## src/rtl/tff_toggle_debouncer_if.sv

```systemverilog
// Button-to-TFF bundle: raw button level in, clean toggle request and status out.
interface tff_toggle_debouncer_if;
    logic btn_in;
    logic t_pulse;
    logic btn_stable;
    logic settling;

    modport master (
        output btn_in,
        input  t_pulse,
        input  btn_stable,
        input  settling
    );

    modport slave (
        input  btn_in,
        output t_pulse,
        output btn_stable,
        output settling
    );
endinterface

```

## src/rtl/tff_toggle_debouncer.sv

```systemverilog
// Turns a bouncy asynchronous push-button level into one registered t_pulse per
// qualified press, via a 2-flop synchroniser, a run-length counter and a 4-state FSM.
module tff_toggle_debouncer #(
    parameter int unsigned DEBOUNCE_CYCLES = 4,
    parameter int unsigned CNT_W           = 8
) (
    input  logic                  clk,
    input  logic                  rst,
    tff_toggle_debouncer_if.slave bus
);

    typedef enum logic [1:0] {
        IDLE_LOW    = 2'd0,
        CHK_HIGH    = 2'd1,
        STABLE_HIGH = 2'd2,
        CHK_LOW     = 2'd3
    } state_t;

    localparam logic [CNT_W-1:0] LAST_CNT = CNT_W'(DEBOUNCE_CYCLES - 1);
    localparam logic [CNT_W-1:0] ONE_CNT  = CNT_W'(1);
    localparam logic [CNT_W-1:0] ZERO_CNT = '0;
    localparam bit               SINGLE   = (DEBOUNCE_CYCLES == 1);

    logic             r_sync_p0;
    logic             r_sync_p1;
    state_t           r_state;
    logic [CNT_W-1:0] r_cnt;
    logic             r_t_pulse;
    logic             r_btn_stable;

    state_t           w_state_nxt;
    logic [CNT_W-1:0] w_cnt_nxt;
    logic             w_t_pulse_nxt;
    logic             w_btn_stable_nxt;

    // Stage p0 -> p1: metastability guard; only r_sync_p1 feeds the FSM.
    always_ff @(posedge clk or negedge rst) begin
        if (!rst) begin
            r_sync_p0 <= 1'b0;
            r_sync_p1 <= 1'b0;
        end else begin
            r_sync_p0 <= bus.btn_in;
            r_sync_p1 <= r_sync_p0;
        end
    end

    // Qualification stage: state, run counter and registered outputs.
    always_ff @(posedge clk or negedge rst) begin
        if (!rst) begin
            r_state      <= IDLE_LOW;
            r_cnt        <= ZERO_CNT;
            r_t_pulse    <= 1'b0;
            r_btn_stable <= 1'b0;
        end else begin
            r_state      <= w_state_nxt;
            r_cnt        <= w_cnt_nxt;
            r_t_pulse    <= w_t_pulse_nxt;
            r_btn_stable <= w_btn_stable_nxt;
        end
    end

    always_comb begin
        w_state_nxt      = r_state;
        w_cnt_nxt        = r_cnt;
        w_t_pulse_nxt    = 1'b0;
        w_btn_stable_nxt = r_btn_stable;

        unique case (r_state)
            IDLE_LOW: begin
                if (r_sync_p1) begin
                    // With a one-sample window the first high sample already qualifies.
                    if (SINGLE) begin
                        w_state_nxt      = STABLE_HIGH;
                        w_cnt_nxt        = ZERO_CNT;
                        w_btn_stable_nxt = 1'b1;
                        w_t_pulse_nxt    = 1'b1;
                    end else begin
                        w_state_nxt = CHK_HIGH;
                        w_cnt_nxt   = ONE_CNT;
                    end
                end else begin
                    w_cnt_nxt = ZERO_CNT;
                end
            end

            CHK_HIGH: begin
                if (!r_sync_p1) begin
                    w_state_nxt = IDLE_LOW;
                    w_cnt_nxt   = ZERO_CNT;
                end else if (r_cnt == LAST_CNT) begin
                    w_state_nxt      = STABLE_HIGH;
                    w_cnt_nxt        = ZERO_CNT;
                    w_btn_stable_nxt = 1'b1;
                    w_t_pulse_nxt    = 1'b1;
                end else begin
                    w_cnt_nxt = r_cnt + ONE_CNT;
                end
            end

            STABLE_HIGH: begin
                if (!r_sync_p1) begin
                    if (SINGLE) begin
                        w_state_nxt      = IDLE_LOW;
                        w_cnt_nxt        = ZERO_CNT;
                        w_btn_stable_nxt = 1'b0;
                    end else begin
                        w_state_nxt = CHK_LOW;
                        w_cnt_nxt   = ONE_CNT;
                    end
                end else begin
                    w_cnt_nxt = ZERO_CNT;
                end
            end

            CHK_LOW: begin
                if (r_sync_p1) begin
                    w_state_nxt = STABLE_HIGH;
                    w_cnt_nxt   = ZERO_CNT;
                end else if (r_cnt == LAST_CNT) begin
                    w_state_nxt      = IDLE_LOW;
                    w_cnt_nxt        = ZERO_CNT;
                    w_btn_stable_nxt = 1'b0;
                end else begin
                    w_cnt_nxt = r_cnt + ONE_CNT;
                end
            end

            default: begin
                w_state_nxt = IDLE_LOW;
                w_cnt_nxt   = ZERO_CNT;
            end
        endcase
    end

    assign bus.t_pulse    = r_t_pulse;
    assign bus.btn_stable = r_btn_stable;
    assign bus.settling   = (r_state == CHK_HIGH) || (r_state == CHK_LOW);

endmodule

```

## src/flat_wrapper.sv

```systemverilog
// flat-port wrapper written by rule: the top's interface ports become plain ports
module tff_toggle_debouncer_flat 
#(
    parameter int unsigned DEBOUNCE_CYCLES = 4,
    parameter int unsigned CNT_W           = 8
)
  (clk, rst, bus_btn_in, bus_t_pulse, bus_btn_stable, bus_settling);
  tff_toggle_debouncer_if bus_i ();
  input  logic clk;
  input  logic rst;
  input wire logic [$bits(bus_i.btn_in)-1:0] bus_btn_in;
  output wire logic [$bits(bus_i.t_pulse)-1:0] bus_t_pulse;
  output wire logic [$bits(bus_i.btn_stable)-1:0] bus_btn_stable;
  output wire logic [$bits(bus_i.settling)-1:0] bus_settling;
  assign bus_i.btn_in = bus_btn_in;
  assign bus_t_pulse = bus_i.t_pulse;
  assign bus_btn_stable = bus_i.btn_stable;
  assign bus_settling = bus_i.settling;
  tff_toggle_debouncer #(.DEBOUNCE_CYCLES(DEBOUNCE_CYCLES), .CNT_W(CNT_W)) u_core (.clk(clk), .rst(rst), .bus(bus_i));
endmodule
```

## config.mk

```make
export PLATFORM = sky130hd
export DESIGN_NAME = tff_toggle_debouncer_flat
export DESIGN_NICKNAME = d
export VERILOG_FILES = /design/src/rtl/tff_toggle_debouncer_if.sv /design/src/rtl/tff_toggle_debouncer.sv /design/src/flat_wrapper.sv
export SDC_FILE = /design/constraint.sdc
export NUM_CORES = 1
export LEC_CHECK = 0
export CORE_MARGIN = 3
export CORE_UTILIZATION = 47
export CTS_CLUSTER_SIZE = 25
export DETAILED_ROUTE_END_ITERATION = 7
export GPL_TIMING_DRIVEN = 0
export PLACE_DENSITY = 0.81
export SYNTH_ARGS = -nofsm -noshare
export SYNTH_HDL_FRONTEND = slang
export SYNTH_SLANG_ARGS = --single-unit
```

## constraint.sdc

```tcl
create_clock -name clk -period 1.9 [get_ports clk]
set_input_delay 0.38 -clock clk [delete_from_list [all_inputs] [get_ports clk]]
set_output_delay 0.38 -clock clk [all_outputs]
set_load 0.01 [all_outputs]
```

==> reports/metrics.cfg <==
[layout]
final_area_um2 = 726
area_growth_pct = 18.4
postLayoutCoreUtil_pct = 62.0
n_antenna_cell = 0
nets = 73
drive_gt1_share_pct = 13.4

[pwr]
ir_worst_vdd_mv = 0.607
power_density_nw_per_um2 = 1060
p_leak_nw = 0.311

[floorplanning]
die_area_um2 = 1770
die_w_um = 42.1
initial_utilization_pct = 52.4
std_cell_rows = 12
die_h_um = 42.1
io_pins = 6
core_um2 = 1170

[grt]
grt_pass1_vias = 473
grt.total_usage_pct = 14.6
antenna_found_initial = 0
grt_max_degree = 15
grt_overflow_total = 0
grt_pass1_wl_um = 1930

[detailed_routing]
wl_um = 1040
viasPerCell = 5.74
first_iter_violations = 14
num_vias = 465
wl_per_cell_um = 12.8
drcViolationCount = 0
detail-route-antenna-nets = 0
dr.pass1.iters = 4

[clock_tree]
cts-resized-gates = 0
postCtsSetupRepairBufs = 2
cts.hold.buffers_added = 0
clkSinkCount = 14
clockBufferDepth = 2
htree_levels = 1
cts_inserted_buffers = 3
clk_latency_ns = 0.27
root_buffer = clkbuf_4
clk_pin_slew_ns = 0.08
tritoncts = yes

[worst_setup_path]
reg2reg_slack_ns = 0.01
required_ns = 2.06
cp-end-kind = flop
worstPathMaxFanout = 4
startpoint_type = flop
crit_type = flop to flop
cp.arrival_ns = 2.05

[job]
cap_violations = 0

[timing]
tightest_slew_ns = 0.601
fin_ws_ns = 0.0122
max_freq_mhz = 530
clock_skew_ns = 0.00296
hold_viol_final = 0
fin_crit_ns = 1.89
holdWs_ns = 0.358
setup_viol = 0
relSlewSlack_pct = 59.8
rsz0062_at_grt = yes
fin_tns_setup_ns = 0
maxSlewViolCount = 0
post-route-period-util_pct = 99.4

[placement]
io_buffers = 5
place_ws_ns = -0.00839
hpwlAfterDp_um = 719
placed_area_um2 = 681
gp_congestion = 0.730

[yosys]
ys_types = 21
yosysSeqAreaShare_pct = 57.1
synthArstFlopShare_pct = 100
syn_area_um2 = 613
yosys_warnings = 0
synth-edff-count = 0
synthCells = 56
avgSynthCellArea_um2 = 10.9
synth_nets = 60
ys_ff_latch = 14
ys.flop_type = dfrtp_1

[hold_path]
hp-class = flop to flop

[status]
status = completed

## cell usage after synthesis, drive strengths merged (3+ instances only)
cell	n	area [um2]
inv	3	11.3
nor2	3	11.3
dfrtp	14	350
nand2	4	15.0
or4	3	30.0
a21oi	5	25.0
o21ai	3	15.0
nand3	3	15.0
## through the flow
step	std cells	total power (W)
2_1_floorplan	56	0.000540
3_3_place_gp	75	0.000604
3_5_place_dp	75	0.000610
4_1_cts	80	0.000775
5_1_grt	81	0.000834
6_report	81	0.000771
## cell usage in the layout (no fill, tap or decap)
master and instances:
o31ai_1 2, nor2_1 3, o21ai_0 3, dfrtp_1 14, nand2_1 4, mux2_4 1
clkdlybuf4s50_1 5, xor2_1 2, o211ai_1 1, or4_1 1, clkbuf_4 3, or3_1 2
nor3b_1 1, o41ai_1 1, ha_1 1, buf_4 3, xnor2_1 2, nor3_1 2
inv_1 3, clkbuf_1 1, nand2b_1 2, a21oi_1 5, nand3_1 3, or4_4 2
## area by class of cell
type | instances | area [um2]
fill | 95 | 445
sequential | 14 | 350
multi-input combinational | 38 | 248
timing repair buffer | 8 | 72.6
clock buffer | 3 | 22.5
tap | 14 | 17.5
inverter | 3 | 11.3
buffer | 1 | 3.75
## worst paths after layout
path,cells after the start,endpoint,from
worst max-delay path,3,flop,u_core.r_cnt[3]
worst min-delay path,0,u_core.r_sync_p1,u_core.r_sync_p0
worst max register to register,3,flop,u_core.r_cnt[3]
worst min register to register,0,u_core.r_sync_p1,u_core.r_sync_p0
max in group asynchronous,1,u_core.r_cnt[0],rst
min in group asynchronous,1,u_core.r_state[0],rst
## power by group
part / leakage, nW / internal, W / switching (W) / total (W)
clock: 0.0138 / 0.0000734 / 0.0000870 / 0.000160
sequential: 0.180 / 0.000346 / 0.0000471 / 0.000393
combinational: 0.117 / 0.000107 / 0.000111 / 0.000218
## cell families (layout without fill, tap and decap cells)
kind of cell    count (synthesis)  after routing  synth area share, %
xor+xnor                        4              4                 5.72
fa+ha+maj                       1              1                 2.04
buf+inv                         4             15                 2.45
mux                             1              1                 2.45
compound gates                 12             12                 11.6
simple gates                   20             20                 18.6
flops                          14             14                 57.1
## layer usage
layer,vias up,global-route usage [%],part of all wire (%)
li1,227,-,-
met1,219,16.9,46
met2,14,23.5,46
met3,5,4.29,4.9
met4,0,9.32,2.8
met5,-,0,0
## registers in the layout, summed over array words and instances (netlist names), named ones only
name and flops:
u_core.r_cnt 8, u_core.bus.btn_stable 1, u_core.bus.t_pulse 1, u_core.r_state 1, u_core.r_sync_p0 1, u_core.r_sync_p1 1
## critical path: stages (launching register included)
cell and delay (ns):
dfrtp_1 0.39, or4_4 0.56, or4_4 0.52, mux2_4 0.31
(Power assumes the default switching activity.)
